[src/rtl/nn_seq_pkg.sv]
// nn_seq_pkg: shared constants and types for the nn_sample_sequencer slice.
//   DATA_W  - feature / result word width
//   NUM_IN  - network inputs per sample (x1..x6)
//   NUM_OUT - network outputs per sample (y1..y3)
//   IDX_W   - staging write-index width
//   seq_state_e - engine FSM encoding
package nn_seq_pkg;

  localparam int unsigned DATA_W  = 32;
  localparam int unsigned NUM_IN  = 6;
  localparam int unsigned NUM_OUT = 3;
  localparam int unsigned IDX_W   = $clog2(NUM_IN);

  typedef logic [DATA_W-1:0] word_t;

  typedef enum logic [1:0] {
    ST_IDLE  = 2'd0,
    ST_LOAD  = 2'd1,
    ST_START = 2'd2,
    ST_WAIT  = 2'd3
  } seq_state_e;

endpackage

[src/rtl/nn_sample_sequencer_if.sv]
// nn_sample_sequencer_if: every non-clock signal of the sequencer.
//   in_*  : valid/ready feature-word stream into the staging buffer
//   nn_*  : start/done handshake and x/y buses of the Neural_network
//   out_* : valid/ready result slot with sequence tag
//   busy / timeout_err : status
// modport master = sequencer side, modport slave = environment side.
interface nn_sample_sequencer_if #(
  parameter int unsigned SEQ_W = 8
);
  import nn_seq_pkg::*;

  logic             in_valid_x70;
  logic             in_ready_x70;
  word_t            in_data_x70;
  logic             nn_start_x70;
  logic             nn_done_x70;
  word_t            nn_x1_x70, nn_x2_x70, nn_x3_x70;
  word_t            nn_x4_x70, nn_x5_x70, nn_x6_x70;
  word_t            nn_y1_x70, nn_y2_x70, nn_y3_x70;
  logic             out_valid_x70;
  logic             out_ready_x70;
  word_t            out_y1_x70, out_y2_x70, out_y3_x70;
  logic [SEQ_W-1:0] out_seq_x70;
  logic             busy_x70;
  logic             timeout_err_x70;

  modport master (
    input  in_valid_x70, in_data_x70, nn_done_x70,
           nn_y1_x70, nn_y2_x70, nn_y3_x70, out_ready_x70,
    output in_ready_x70, nn_start_x70,
           nn_x1_x70, nn_x2_x70, nn_x3_x70, nn_x4_x70, nn_x5_x70, nn_x6_x70,
           out_valid_x70, out_y1_x70, out_y2_x70, out_y3_x70, out_seq_x70,
           busy_x70, timeout_err_x70
  );

  modport slave (
    output in_valid_x70, in_data_x70, nn_done_x70,
           nn_y1_x70, nn_y2_x70, nn_y3_x70, out_ready_x70,
    input  in_ready_x70, nn_start_x70,
           nn_x1_x70, nn_x2_x70, nn_x3_x70, nn_x4_x70, nn_x5_x70, nn_x6_x70,
           out_valid_x70, out_y1_x70, out_y2_x70, out_y3_x70, out_seq_x70,
           busy_x70, timeout_err_x70
  );

endinterface

[src/rtl/nn_seq_stage_buf.sv]
// nn_seq_stage_buf: 6 x 32-bit staging buffer for one network sample.
//   clk_i, rst_i   - clock, async active-high reset
//   in_valid_i     - word valid; in_ready_o = buffer not full
//   in_data_i      - word, written to slot[idx] in x1..x6 order
//   clr_i          - engine has copied the sample out; reopen the buffer
//   full_o         - six words held
//   slot_o         - staged words, slot_o[0] = x1
module nn_seq_stage_buf
  import nn_seq_pkg::*;
(
  input  logic                           clk_i,
  input  logic                           rst_i,
  input  logic                           in_valid_i,
  input  word_t                          in_data_i,
  input  logic                           clr_i,
  output logic                           in_ready_o,
  output logic                           full_o,
  output logic [NUM_IN-1:0][DATA_W-1:0]  slot_o
);

  logic [IDX_W-1:0]               idx_q;
  logic                           full_q;
  logic [NUM_IN-1:0][DATA_W-1:0]  slot_q;
  logic                           accept_s;

  assign accept_s   = in_valid_i & ~full_q;
  assign in_ready_o = ~full_q;
  assign full_o     = full_q;
  assign slot_o     = slot_q;

  // Fill slots in order; the sixth word wraps the index and closes the buffer.
  // A clear can only arrive while full, so it never races an accept.
  always_ff @(posedge clk_i or posedge rst_i) begin
    if (rst_i) begin
      idx_q  <= '0;
      full_q <= 1'b0;
      slot_q <= '0;
    end else begin
      if (accept_s) begin
        slot_q[idx_q] <= in_data_i;
        if (idx_q == IDX_W'(NUM_IN - 1)) begin
          idx_q  <= '0;
          full_q <= 1'b1;
        end else begin
          idx_q <= idx_q + IDX_W'(1);
        end
      end else if (clr_i) begin
        full_q <= 1'b0;
      end
    end
  end

endmodule

[src/rtl/nn_sample_sequencer.sv]
// nn_sample_sequencer: front-end that packs six feature words into a sample,
// launches the Neural_network, and captures its three results with a tag.
//   clk_x70, reset_x70 - clock, async active-high reset
//   bus (master)       - stream in, network handshake/buses, result slot, status
// Parameters: SEQ_W (tag width), START_PULSE (1..15 start cycles),
//   TIMEOUT_CYC (WAIT watchdog limit).
// Optional build macro NN_SEQ_TIMEOUT_EN: enables the WAIT watchdog and the
// sticky timeout_err; without it timeout_err is 0 and WAIT never expires.
module nn_sample_sequencer
  import nn_seq_pkg::*;
#(
  parameter int unsigned SEQ_W       = 8,
  parameter int unsigned START_PULSE = 2,
  parameter int unsigned TIMEOUT_CYC = 4096
) (
  input  logic                  clk_x70,
  input  logic                  reset_x70,
  nn_sample_sequencer_if.master bus
);

  localparam int unsigned PULSE_W = 4;

  logic [NUM_IN-1:0][DATA_W-1:0]  stage_s;
  logic                           stage_full_s;
  logic                           stage_ready_s;
  logic                           launch_s;
  logic                           done_rise_s;
  logic                           wd_expire_s;

  seq_state_e                     state_q;
  logic [NUM_IN-1:0][DATA_W-1:0]  nn_x_q;
  logic [NUM_OUT-1:0][DATA_W-1:0] out_y_q;
  logic [SEQ_W-1:0]               seq_q;
  logic [SEQ_W-1:0]               seq_d;
  logic [SEQ_W-1:0]               out_seq_q;
  logic [PULSE_W-1:0]             pulse_cnt_q;
  logic                           nn_start_q;
  logic                           out_valid_q;
  logic                           busy_q;
  logic                           done_prev_q;
  logic                           timeout_err_s;

  // The result slot is free if empty or being drained this cycle; launching
  // only then guarantees the slot is empty when the network finishes.
  assign launch_s    = (state_q == ST_IDLE) & stage_full_s &
                       (~out_valid_q | bus.out_ready_x70);
  assign done_rise_s = bus.nn_done_x70 & ~done_prev_q;
  assign seq_d       = seq_q + SEQ_W'(1);

  nn_seq_stage_buf u_stage (
    .clk_i      (clk_x70),
    .rst_i      (reset_x70),
    .in_valid_i (bus.in_valid_x70),
    .in_data_i  (bus.in_data_x70),
    .clr_i      (launch_s),
    .in_ready_o (stage_ready_s),
    .full_o     (stage_full_s),
    .slot_o     (stage_s)
  );

`ifdef NN_SEQ_TIMEOUT_EN
  localparam int unsigned WD_W = $clog2(TIMEOUT_CYC + 1);

  logic [WD_W-1:0] wait_cnt_q;
  logic            timeout_err_q;

  assign wd_expire_s   = (wait_cnt_q == WD_W'(TIMEOUT_CYC - 1)) & ~done_rise_s;
  assign timeout_err_s = timeout_err_q;

  // Count WAIT cycles of the current sample; the error flag is sticky.
  always_ff @(posedge clk_x70 or posedge reset_x70) begin
    if (reset_x70) begin
      wait_cnt_q    <= '0;
      timeout_err_q <= 1'b0;
    end else if (state_q == ST_WAIT) begin
      wait_cnt_q <= wait_cnt_q + WD_W'(1);
      if (wd_expire_s) begin
        timeout_err_q <= 1'b1;
      end
    end else begin
      wait_cnt_q <= '0;
    end
  end
`else
  assign wd_expire_s   = 1'b0;
  assign timeout_err_s = 1'b0;
`endif

  // Engine FSM with registered outputs. The sample is copied to the network
  // inputs on the IDLE->LOAD edge so x1..x6 are already valid during LOAD.
  always_ff @(posedge clk_x70 or posedge reset_x70) begin
    if (reset_x70) begin
      state_q     <= ST_IDLE;
      nn_x_q      <= '0;
      out_y_q     <= '0;
      seq_q       <= '0;
      out_seq_q   <= '0;
      pulse_cnt_q <= '0;
      nn_start_q  <= 1'b0;
      out_valid_q <= 1'b0;
      busy_q      <= 1'b0;
      done_prev_q <= 1'b1;
    end else begin
      done_prev_q <= bus.nn_done_x70;
      if (out_valid_q && bus.out_ready_x70) begin
        out_valid_q <= 1'b0;
      end
      case (state_q)
        ST_IDLE: begin
          if (launch_s) begin
            nn_x_q  <= stage_s;
            busy_q  <= 1'b1;
            state_q <= ST_LOAD;
          end
        end
        ST_LOAD: begin
          nn_start_q  <= 1'b1;
          pulse_cnt_q <= '0;
          state_q     <= ST_START;
        end
        ST_START: begin
          if (pulse_cnt_q == PULSE_W'(START_PULSE - 1)) begin
            nn_start_q <= 1'b0;
            state_q    <= ST_WAIT;
          end else begin
            pulse_cnt_q <= pulse_cnt_q + PULSE_W'(1);
          end
        end
        ST_WAIT: begin
          if (done_rise_s) begin
            out_y_q     <= {bus.nn_y3_x70, bus.nn_y2_x70, bus.nn_y1_x70};
            out_seq_q   <= seq_q;
            out_valid_q <= 1'b1;
            seq_q       <= seq_d;
            busy_q      <= 1'b0;
            state_q     <= ST_IDLE;
          end else if (wd_expire_s) begin
            // Sample dropped, but its tag is consumed.
            seq_q   <= seq_d;
            busy_q  <= 1'b0;
            state_q <= ST_IDLE;
          end
        end
        default: begin
          nn_start_q <= 1'b0;
          busy_q     <= 1'b0;
          state_q    <= ST_IDLE;
        end
      endcase
    end
  end

  assign bus.in_ready_x70    = stage_ready_s;
  assign bus.nn_start_x70    = nn_start_q;
  assign bus.nn_x1_x70       = nn_x_q[0];
  assign bus.nn_x2_x70       = nn_x_q[1];
  assign bus.nn_x3_x70       = nn_x_q[2];
  assign bus.nn_x4_x70       = nn_x_q[3];
  assign bus.nn_x5_x70       = nn_x_q[4];
  assign bus.nn_x6_x70       = nn_x_q[5];
  assign bus.out_valid_x70   = out_valid_q;
  assign bus.out_y1_x70      = out_y_q[0];
  assign bus.out_y2_x70      = out_y_q[1];
  assign bus.out_y3_x70      = out_y_q[2];
  assign bus.out_seq_x70     = out_seq_q;
  assign bus.busy_x70        = busy_q;
  assign bus.timeout_err_x70 = timeout_err_s;

endmodule
[src/flat_wrapper.sv]
// flat-port wrapper written by rule: the top's interface ports become plain ports
module nn_sample_sequencer_flat import nn_seq_pkg::*;
#(
  parameter int unsigned SEQ_W       = 8,
  parameter int unsigned START_PULSE = 2,
  parameter int unsigned TIMEOUT_CYC = 4096
)
  (clk_x70, reset_x70, bus_in_valid_x70, bus_in_data_x70, bus_nn_done_x70, bus_nn_y1_x70, bus_nn_y2_x70, bus_nn_y3_x70, bus_out_ready_x70, bus_in_ready_x70, bus_nn_start_x70, bus_nn_x1_x70, bus_nn_x2_x70, bus_nn_x3_x70, bus_nn_x4_x70, bus_nn_x5_x70, bus_nn_x6_x70, bus_out_valid_x70, bus_out_y1_x70, bus_out_y2_x70, bus_out_y3_x70, bus_out_seq_x70, bus_busy_x70, bus_timeout_err_x70);
  nn_sample_sequencer_if #(.SEQ_W(SEQ_W)) bus_i ();
  input  logic clk_x70;
  input  logic reset_x70;
  input wire logic [$bits(bus_i.in_valid_x70)-1:0] bus_in_valid_x70;
  input wire logic [$bits(bus_i.in_data_x70)-1:0] bus_in_data_x70;
  input wire logic [$bits(bus_i.nn_done_x70)-1:0] bus_nn_done_x70;
  input wire logic [$bits(bus_i.nn_y1_x70)-1:0] bus_nn_y1_x70;
  input wire logic [$bits(bus_i.nn_y2_x70)-1:0] bus_nn_y2_x70;
  input wire logic [$bits(bus_i.nn_y3_x70)-1:0] bus_nn_y3_x70;
  input wire logic [$bits(bus_i.out_ready_x70)-1:0] bus_out_ready_x70;
  output wire logic [$bits(bus_i.in_ready_x70)-1:0] bus_in_ready_x70;
  output wire logic [$bits(bus_i.nn_start_x70)-1:0] bus_nn_start_x70;
  output wire logic [$bits(bus_i.nn_x1_x70)-1:0] bus_nn_x1_x70;
  output wire logic [$bits(bus_i.nn_x2_x70)-1:0] bus_nn_x2_x70;
  output wire logic [$bits(bus_i.nn_x3_x70)-1:0] bus_nn_x3_x70;
  output wire logic [$bits(bus_i.nn_x4_x70)-1:0] bus_nn_x4_x70;
  output wire logic [$bits(bus_i.nn_x5_x70)-1:0] bus_nn_x5_x70;
  output wire logic [$bits(bus_i.nn_x6_x70)-1:0] bus_nn_x6_x70;
  output wire logic [$bits(bus_i.out_valid_x70)-1:0] bus_out_valid_x70;
  output wire logic [$bits(bus_i.out_y1_x70)-1:0] bus_out_y1_x70;
  output wire logic [$bits(bus_i.out_y2_x70)-1:0] bus_out_y2_x70;
  output wire logic [$bits(bus_i.out_y3_x70)-1:0] bus_out_y3_x70;
  output wire logic [$bits(bus_i.out_seq_x70)-1:0] bus_out_seq_x70;
  output wire logic [$bits(bus_i.busy_x70)-1:0] bus_busy_x70;
  output wire logic [$bits(bus_i.timeout_err_x70)-1:0] bus_timeout_err_x70;
  assign bus_i.in_valid_x70 = bus_in_valid_x70;
  assign bus_i.in_data_x70 = bus_in_data_x70;
  assign bus_i.nn_done_x70 = bus_nn_done_x70;
  assign bus_i.nn_y1_x70 = bus_nn_y1_x70;
  assign bus_i.nn_y2_x70 = bus_nn_y2_x70;
  assign bus_i.nn_y3_x70 = bus_nn_y3_x70;
  assign bus_i.out_ready_x70 = bus_out_ready_x70;
  assign bus_in_ready_x70 = bus_i.in_ready_x70;
  assign bus_nn_start_x70 = bus_i.nn_start_x70;
  assign bus_nn_x1_x70 = bus_i.nn_x1_x70;
  assign bus_nn_x2_x70 = bus_i.nn_x2_x70;
  assign bus_nn_x3_x70 = bus_i.nn_x3_x70;
  assign bus_nn_x4_x70 = bus_i.nn_x4_x70;
  assign bus_nn_x5_x70 = bus_i.nn_x5_x70;
  assign bus_nn_x6_x70 = bus_i.nn_x6_x70;
  assign bus_out_valid_x70 = bus_i.out_valid_x70;
  assign bus_out_y1_x70 = bus_i.out_y1_x70;
  assign bus_out_y2_x70 = bus_i.out_y2_x70;
  assign bus_out_y3_x70 = bus_i.out_y3_x70;
  assign bus_out_seq_x70 = bus_i.out_seq_x70;
  assign bus_busy_x70 = bus_i.busy_x70;
  assign bus_timeout_err_x70 = bus_i.timeout_err_x70;
  nn_sample_sequencer #(.SEQ_W(SEQ_W), .START_PULSE(START_PULSE), .TIMEOUT_CYC(TIMEOUT_CYC)) u_core (.clk_x70(clk_x70), .reset_x70(reset_x70), .bus(bus_i));
endmodule
[config.mk]
export PLATFORM = sky130hd
export DESIGN_NAME = nn_sample_sequencer_flat
export DESIGN_NICKNAME = d
export VERILOG_FILES = /design/src/rtl/nn_seq_pkg.sv /design/src/rtl/nn_sample_sequencer_if.sv /design/src/rtl/nn_seq_stage_buf.sv /design/src/rtl/nn_sample_sequencer.sv /design/src/flat_wrapper.sv
export SDC_FILE = /design/constraint.sdc
export NUM_CORES = 1
export LEC_CHECK = 0
export CORE_ASPECT_RATIO = 0.6
export CORE_MARGIN = 3
export CORE_UTILIZATION = 35
export DETAILED_ROUTE_END_ITERATION = 6
export SYNTH_ARGS = -nofsm -noshare
export SYNTH_HDL_FRONTEND = slang
export SYNTH_HIERARCHICAL = 1
export SYNTH_SLANG_ARGS = --single-unit
[constraint.sdc]
create_clock -name clk_x70 -period 13.7 [get_ports clk_x70]
set_input_delay 2.74 -clock clk_x70 [delete_from_list [all_inputs] [get_ports clk_x70]]
set_output_delay 2.74 -clock clk_x70 [all_outputs]
set_load 0.01 [all_outputs]
; ---- After elaboration in Yosys (flattened, before gate mapping)
; Cells that the tools add are included.
[op_classes]
n_addsub = 3
n_lt_le_gt_ge = 2
n_eq_ne = 10
muxes = 21
n_bitwise = 8
reduce_logical = 13
[op_table]
columns = cell, count
row1 = bitwise mux 192 bit, 1
row2 = demux 32 bit (select 3 bit), 1
row3 = two-way mux 32 bit, 1
row4 = AND reduction 2 bit, 5
row5 = two-way mux 1 bit, 9
row6 = adder 8 x 1 -> 8 bit (second input constant), 1
row7 = != test 2 x 1 -> 1 bit (second input constant), 4
row8 = one-hot mux 2 bit (4 select lines), 1
row9 = one-hot mux 4 bit (2 select lines), 1
row10 = two-way mux 2 bit, 3
row11 = AND reduction 3 bit, 2
row12 = nonzero test 2 bit, 3
row13 = adder 4 x 1 -> 4 bit (second input constant), 1
row14 = AND 1 bit, 4
row15 = == test 2 bit (second input constant), 2
row16 = == test 4 x 1 -> 1 bit (second input constant), 1
row17 = < comparator 3 x 4 -> 1 bit (second input constant), 1
row18 = two-way mux 4 bit, 1
row19 = one-hot mux 1 bit (2 select lines), 2
row20 = adder 3 x 1 -> 3 bit (second input constant), 1
row21 = == test 3 bit (second input constant), 1
row22 = >= comparator 3 x 1 -> 1 bit (second input constant), 1
row23 = two-way mux 3 bit, 1
row24 = inverter 1 bit, 3
row25 = other kinds (5), 6
[word_totals]
reg_bits = 510
in_bits = 133
out_inout_bits = 301
word_cells = 82

; ---- Logic depth before layout (Yosys ltp)
; Gate-level depths: netlist (run 1).
[logic_depth]
ltp_word = 5
ltp_mapped = 8
depth_no_buf = 6

; ---- Modules after synthesis
; Netlist (run 1), hierarchy kept.
[by_module_without_submodules]
columns = module, n_inst, cells_per_inst, area_per_inst_um2, seq_area_each_um2
row1 = nn_sample_sequencer, 1, 1332, 11926.4, 7858.8
row2 = nn_seq_stage_buf, 1, 424, 7329.5, 4904.7

; ---- Least setup slack after synthesis (run 1)
; Ideal clock, no wire load.
[synth_path]
kind = input -> register
startpoint = in bus_in_valid_x70
endpoint = reg u_core.u_stage.slot_q (netlist bit u_core/u_stage/slot_o[168])
setup_ns = 0.125
arrival_ns = 3.696
required_time_ns = 13.575
slack_ns = 9.879
stages = 4
n_path_buf = 1
cell_sequence = nand3b_4 nor3b_4 buf_6 mux2_2
[synth_via]
elab_chain_len = 1
[synth_rtl]
columns = item, line_no
row1 = from (decl), flat_wrapper.sv:12  ; input wire logic [$bits(bus_i.in_valid_x70)-1:0] bus_in_valid_x70;
row2 = AND 1 bit, nn_seq_stage_buf.sv:26  ; assign accept_s = in_valid_i & ~full_q;
row3 = "to (signal, indexed assignment)", nn_seq_stage_buf.sv:40  ; slot_q[idx_q] <= in_data_i;
row4 = to (decl), nn_seq_stage_buf.sv:23  ; logic [NUM_IN-1:0][DATA_W-1:0] slot_q;
; Every way passes these cells.
; A chain may end at the register's enable or synchronous reset.

; ---- Worst setup path after layout (run 1)
[layout_path]
startpoint = in bus_out_ready_x70
endpoint = reg u_core.nn_x_q (netlist bit u_core/bus.nn_x6_x70[8])
[layout_via]
elab_chain_len = 3
[layout_rtl]
columns = item, line_no
row1 = from (decl), flat_wrapper.sv:18  ; input wire logic [$bits(bus_i.out_ready_x70)-1:0] bus_out_ready_x70;
row2 = OR 1 bit, nn_sample_sequencer.sv:46  ; (~out_valid_q | bus.out_ready_x70);
row3 = AND 1 bit, nn_sample_sequencer.sv:45  ; assign launch_s = (state_q == ST_IDLE) & stage_full_s &
row4 = AND reduction 2 bit (no line), -
row5 = to (signal assigned), nn_sample_sequencer.sv:111  ; nn_x_q <= stage_s;
row6 = to (decl), nn_sample_sequencer.sv:31  ; logic [NUM_IN-1:0][DATA_W-1:0] nn_x_q;
; Every way passes these cells.

==> qor.yml, run 1 <==
grt_pass1_vias: 14200
num-nets-final: 2309
ys.warnings.count: 6
grt_setup_unrepaired: "no"
timing.critical_path.required_ns: 14.19
fin_setup_tns_ns: 0
clock_tree.buffer_depth: 3
critical_path.endpoint_type: "flop"
timing.critical_path.arrival_ns: 5.95
fmax_mhz: 183
timing_worst_setup_path_type: "in2reg"
synthCells: 1756
clk_transition_reported_paths_ns: 0.06
clk_root_buffer_cell: "clkbuf_16"
buffer_ports.inserted: 432
synth_seq_area_share_pct: 66.3
final_max_slew_viol_count: 0
finalHoldViolations: 0
cts_repair_resize_count: 0
grt_overflow_total: 0
synth_compound_gate_area_share_pct: 0.468
timing.clock.skew_ns: 0.0138
num_antenna_cells: 0
ir_worst_vdd_mv: 0.0951
cts_htree_levels: 2
routabilityCongestion: 0.805
chipWidth_um: 309
stdcell_area_sq_mm: 0.0258
tritoncts_num_sinks: 510
route.detailed.wl_per_inst_um: 18.8
met2RoutedLength_mm: 25.3
detail_route.iter0.violations: 893
post-dp-hpwl_mm: 36.9
cts.hold.buffers_added: 0
areal_power_density_over_the_cells_mw_per_mm2: 233
synthXorXnorAreaFrac_pct: 0.409
cts.repair_timing.setup_buffer_count: 0
syn_avg_cell_area_sq_um: 11.0
grtUsageTotal_pct: 19.0
fraction_of_final_layout_cells_sized_beyond_drive_strength_1_pct: 13.7
die_y_um: 188
synth.mux.area_fraction_pct: 11.3
core_area_sq_mm: 0.0534
worst_pin_slew_ns: 1.10
first_pass_grt_wire_length_mm: 86.2
cts_tree: "built"
max_layer_used: "met5"
detailed_place.area_sq_mm: 0.0242
clock_insertion_delay_worst_skew_ns: 0.56
worst_slew_margin_rel_pct: 26.2
holdWs_ns: 0.460
std_cell_rows: 65
routed-wl-met3_mm: 2.55
initial_utilization_pct: 36.0
fillers: 4854
routed_via_density: 4.66
grt_max_degree: 113
mappedNetlistArea_sq_mm: 0.0193
fin_crit_sh_pct: 39.9
yosys.area_share.adder_pct: 0.455
synth_seq_cells: 510
dominantRegCellSynth: "dfrtp_1"
met1Wirelength_mm: 25.9
run_status: "finished, final reports clean"
detail-route-antenna-nets: 0
final_period_minus_worst_setup_slack_ns: 5.46
die_area_sq_mm: 0.0580
min-delay-path-class: "reg2reg"
p_leak_nw: 12.5
multi_input_comb_area_sq_mm: 0.00604
detail_route.drc_violations: 0
synth_top_family_by_area: "simple AND/OR/NAND/NOR gates"
pin_count: 434
largest_fanout_on_the_critical_path: 112
critPathLaunchType: "input pin"
asyncSetResetFlopFracSynth_pct: 100
detail_route.wirelength_mm: 54.8
cts_made_buffers: 49
mappedNetlistNets: 1896
syn2layout_area_growth_pct: 34.1
routed-via-count: 13600
sequential_cell_area_sq_mm: 0.0128
setup_viol: 0
synthDistinctLibCells: 38
max-cap-violations: 0
post_synth_edffs: 0
antenna_found_initial: 1
dr.pass1.iters: 5
simple_logic_cell_fraction_of_the_synthesized_area_pct: 18.6
-- per-stage QoR --
stage	total power, mW	util, %	setup slack (ns)	cells
after CTS	6.10	48.3	8.19	2911
final	6.02	48.3	8.24	2911
after global placement	4.64	45.3	7.67	2821
after detailed placement	4.71	45.3	7.59	2821
after global routing	6.41	48.3	7.86	2911
after floorplan	3.55	-	2.28	1756
-- layer usage --
| metal | vias up | GRT usage, % |
|---|---|---|
| li1 | 6354 | - |
| met1 | 6865 | 27.3 |
| met2 | 271 | 29.9 |
| met3 | 78 | 3.88 |
| met4 | 2 | 3.63 |
| met5 | - | 0 |
-- report_power, final --
part           leakage (nW)  internal (mW)  switching, mW
Clock                 0.819          0.782          0.579
Combinational          5.29           1.11          0.959
Sequential             6.36           2.18          0.401
-- synthesized netlist by cell type, types with 2 or more instances --
library cell / instances / area, sq um
nand2b_1: 3 / 18.8
nand3_1: 8 / 40.0
xor2_1: 2 / 17.5
mux2_2: 188 / 2120
nand2_1: 899 / 3370
clkbuf_1: 15 / 56.3
buf_4: 4 / 30.0
nor3b_4: 2 / 37.5
dfrtp_1: 509 / 12700
mux2_1: 5 / 56.3
ha_1: 7 / 87.6
inv_1: 9 / 33.8
nor2_1: 3 / 11.3
buf_6: 3 / 33.8
xnor2_1: 7 / 61.3
o21ai_0: 5 / 25.0
buf_1: 7 / 26.3
a21oi_1: 2 / 10.0
buf_2: 57 / 285
nand3b_1: 3 / 22.5
-- cell usage in the layout, fill, tap and decap left out, types with 3 or more instances in the layout --
master and n:
inv_6 3, dfrtp_1 509, mux2_1 5, o21ai_0 5, clkdlybuf4s50_1 432, clkbuf_8 15
nand3b_1 3, xnor2_1 7, nand2_1 898, inv_1 7, buf_4 16, nand3_1 8
clkinv_2 12, clkbuf_16 51, ha_1 7, mux2_2 188, clkbuf_1 7, nor2_1 3
-- state kept, by name (all words and copies together) (netlist names), 32 cells and up --
name	flops
u_core/u_stage/slot_o	192
u_core/bus.out_y2_x70	32
u_core/bus.out_y1_x70	32
u_core/bus.out_y3_x70	32
u_core/bus.nn_x4_x70	32
u_core/bus.nn_x1_x70	32
u_core/bus.nn_x3_x70	32
u_core/bus.nn_x6_x70	32
u_core/bus.nn_x2_x70	32
u_core/bus.nn_x5_x70	32
-- cell type report --
type	count	area share, %
inverters	10	0.223
well taps	703	3.41
multi-input cells	1150	23.4
repair buffers	448	17.2
clock buffers	73	5.85
flip-flops and latches	510	49.4
clock inverters	17	0.480
-- path summary, 6_finish.rpt --
kind,start,endpoint,slack (ns),cells past startpoint
worst max-delay path,bus_out_ready_x70,u_core/bus.nn_x6_x70[8],8.24,7
worst min-delay path,u_core/u_stage/slot_o[180],u_core/bus.nn_x6_x70[20],0.46,2
worst max register to register,u_core/state_q[0],u_core/bus.nn_x6_x70[8],10.21,7
worst min register to register,u_core/u_stage/slot_o[180],u_core/bus.nn_x6_x70[20],0.46,2
max in group asynchronous,reset_x70,u_core/bus.nn_x2_x70[20],8.32,4
min in group asynchronous,reset_x70,u_core/u_stage/slot_o[1],2.76,2
-- logic make-up after synthesis --
kind of cell    after synthesis
xor+xnor                      9
buf+inv                      96
flops                       510
simple gates                927
fa+ha+maj                     7
mux                         193
other cells                   1
compound gates               13
-- critical path: stages --
cell             delay [ns]
clkdlybuf4s50_1        0.45
nand2b_1               0.16
nand3_4                0.49
inv_6                  0.87
buf_4                  0.83
nand2_1                0.14
nand2_1                0.09
Power figures use the tool's default switching activity.
==> run 2, diff against run 1 <==
==> constraint.sdc (replaced) <==
create_clock -name clk_x70 -period 5.15 [get_ports clk_x70]
set_input_delay 1.03 -clock clk_x70 [delete_from_list [all_inputs] [get_ports clk_x70]]
set_output_delay 1.03 -clock clk_x70 [all_outputs]
set_load 0.01 [all_outputs]
==> run 2 against run 1 <==
Compared with the run above:
- first-iteration DRC count decreased by 15%
- setup slack got worse by 5.9 ns
- critical endpoint is now bus_in_ready_x70
- highest routed layer is now met4
- combinational power increased to 2.7 times the previous value
- sequential share of layout area decreased by 0.20 points
- wire length decreased by 1.1%
- via count decreased by 0.43%
- final cell count increased by 0.21%
==> qor.yml, run 2 (synthesis results as in run 1) <==
max-cap-violations: 0  # unchanged
largest_fanout_on_the_critical_path: 4  # was 112
detail-route-antenna-nets: 0  # unchanged
initial_utilization_pct: 36.0  # unchanged
buffer_ports.inserted: 432  # unchanged
timing_worst_setup_path_type: "reg2out"  # was in2reg
min-delay-path-class: "reg2reg"  # unchanged
worst_slew_margin_rel_pct: 30.4  # was 26.2%
clk_root_buffer_cell: "clkbuf_16"  # unchanged
detail_route.drc_violations: 0  # unchanged
grt_overflow_total: 0  # unchanged
timing.critical_path.required_ns: 4.12  # was 14.19 ns
pin_count: 434  # unchanged
die_y_um: 188  # unchanged
detailed_place.area_sq_mm: 0.0244  # was 0.0242 sq mm
cts_htree_levels: 2  # unchanged
cts.hold.buffers_added: 0  # unchanged
setup_viol: 0  # unchanged
routabilityCongestion: 0.803  # was 0.805
dr.pass1.iters: 4  # was 5
detail_route.iter0.violations: 759  # was 893
cts_tree: "built"  # unchanged
critical_path.endpoint_type: "primary output"  # was flop
layout_commonest_cell: "nand2_1"  # unchanged
grt_pass1_vias: 14100  # was 14,200
tritoncts_num_sinks: 510  # unchanged
grt_setup_unrepaired: "no"  # unchanged
clk_transition_reported_paths_ns: 0.06  # about the same
run_status: "finished, final reports clean"  # unchanged
ir_worst_vdd_mv: 0.256  # was 0.0951 mV
fin_crit_sh_pct: 54.2
final_max_slew_viol_count: 0  # unchanged
holdWs_ns: 0.455  # was 0.460 ns
stdcell_area_sq_mm: 0.0259  # was 0.0258 sq mm
grtUsageTotal_pct: 18.7  # was 19.0%
routed_via_density: 4.63  # was 4.66
syn2layout_area_growth_pct: 34.6  # was 34.1%
core_area_sq_mm: 0.0534  # unchanged
critPathLaunchType: "flop"  # was input pin
antenna_found_initial: 1  # unchanged
chipWidth_um: 309  # unchanged
die_area_sq_mm: 0.0580  # unchanged
route.detailed.wl_per_inst_um: 18.6  # was 18.8 um
timing.clock.skew_ns: 0.0170  # was 0.0138 ns
std_cell_rows: 65  # unchanged
clock_tree.buffer_depth: 3  # unchanged
areal_power_density_over_the_cells_mw_per_mm2: 615  # was 233 mW/mm^2
final_period_minus_worst_setup_slack_ns: 2.79
cts.repair_timing.setup_buffer_count: 0  # unchanged
timing.critical_path.arrival_ns: 1.76  # was 5.95 ns
fmax_mhz: 358
num-nets-final: 2319  # was 2,309
fraction_of_final_layout_cells_sized_beyond_drive_strength_1_pct: 13.6  # was 13.7%
finalHoldViolations: 0  # unchanged
post-dp-hpwl_mm: 37.1  # was 36.9 mm
clock_insertion_delay_worst_skew_ns: 0.57  # was 0.56 ns
first_pass_grt_wire_length_mm: 84.8  # was 86.2 mm
cts_made_buffers: 49  # unchanged
largest_register_ff_count: 192  # unchanged
cts_repair_resize_count: 0  # unchanged
grt_max_degree: 102  # was 113
routed-via-count: 13500  # was 13,600
detail_route.wirelength_mm: 54.2  # was 54.8 mm
layout_common_cells: "898 x nand2_1, 509 x dfrtp_1, 432 x clkdlybuf4s50_1, 188 x mux2_2, 49 x clkbuf_16"  # was 898 x nand2_1, 509 x dfrtp_1, 432 x clkdlybuf4s50_1, 188 x mux2_2, 51 x clkbuf_16
p_leak_nw: 12.5  # about the same
worst_pin_slew_ns: 1.04  # was 1.10 ns
## run 2: changes by cell type in the layout (fill, tap and decap cells not counted), sizes merged
cell and delta:
buf +10, bufinv +2, clkbuf -2, clkinv -6, clkinvlp +3, diode +1
inv -2
## run 2: critical path, cell delays in order (launching register included)
cell and delay (ns):
dfrtp_1 0.47, inv_1 0.14, clkdlybuf4s50_1 0.60
## run 2: worst paths after layout
kind / start / endpoint / slack [ns] / depth (start not counted)
max in group asynchronous: reset_x70 / u_core/bus.nn_x2_x70[30] / 3.01 / 3
setup / recovery: u_core/u_stage/full_o / bus_in_ready_x70 / 2.36 / 2
hold / removal: u_core/u_stage/slot_o[187] / u_core/bus.nn_x6_x70[27] / 0.46 / 2
setup reg to reg: u_core/u_stage/full_o / u_core/u_stage/slot_o[129] / 2.90 / 4
min in group asynchronous: reset_x70 / u_core/u_stage/slot_o[93] / 1.05 / 3
hold reg to reg: u_core/u_stage/slot_o[187] / u_core/bus.nn_x6_x70[27] / 0.46 / 2
## run 2: cell type report
| cell class | instances | area, sq um |
|---|---|---|
| fill | 4838 | 27500 |
| clock buffer | 71 | 1400 |
| tap | 703 | 880 |
| antenna | 1 | 2.50 |
| clock inverter | 14 | 158 |
| sequential | 510 | 12800 |
| timing repair buffer | 458 | 4630 |
| multi-input combinational | 1150 | 6040 |
| inverter | 10 | 50.0 |
## run 2: layer usage
layer / vias up / wire (um) / share of wire (%) / track usage [%]
met2: 246 / 24700 / 46 / 29.0
met5: - / 0 / 0 / 0
met4: 0 / 1260 / 2.3 / 4.51
li1: 6373 / - / - / -
met3: 81 / 2240 / 4.1 / 3.23
met1: 6811 / 26000 / 48 / 27.3
## run 2: power by group
part | leakage [nW] | total [mW] | switching [mW] | internal, mW
registers | 6.36 | 6.87 | 1.06 | 5.81
logic | 5.37 | 5.54 | 2.55 | 2.99
clock network | 0.763 | 3.54 | 1.51 | 2.03
total | 12.5 | 15.9 | 5.12 | 10.8
## run 2: stage by stage
step           TNS, ns  utilization [%]  total power [mW]  std cells  setup WS (ns)
2_1_floorplan   -19.42                -              9.44       1756        -0.0621
4_1_cts              0             48.5              16.2       2916           2.31
3_3_place_gp         0             45.6              12.4       2831           1.82
3_5_place_dp         0             45.6              12.6       2831           1.71
5_1_grt              0             48.5              17.0       2917           2.24
6_report             0             48.5              15.9       2917           2.36
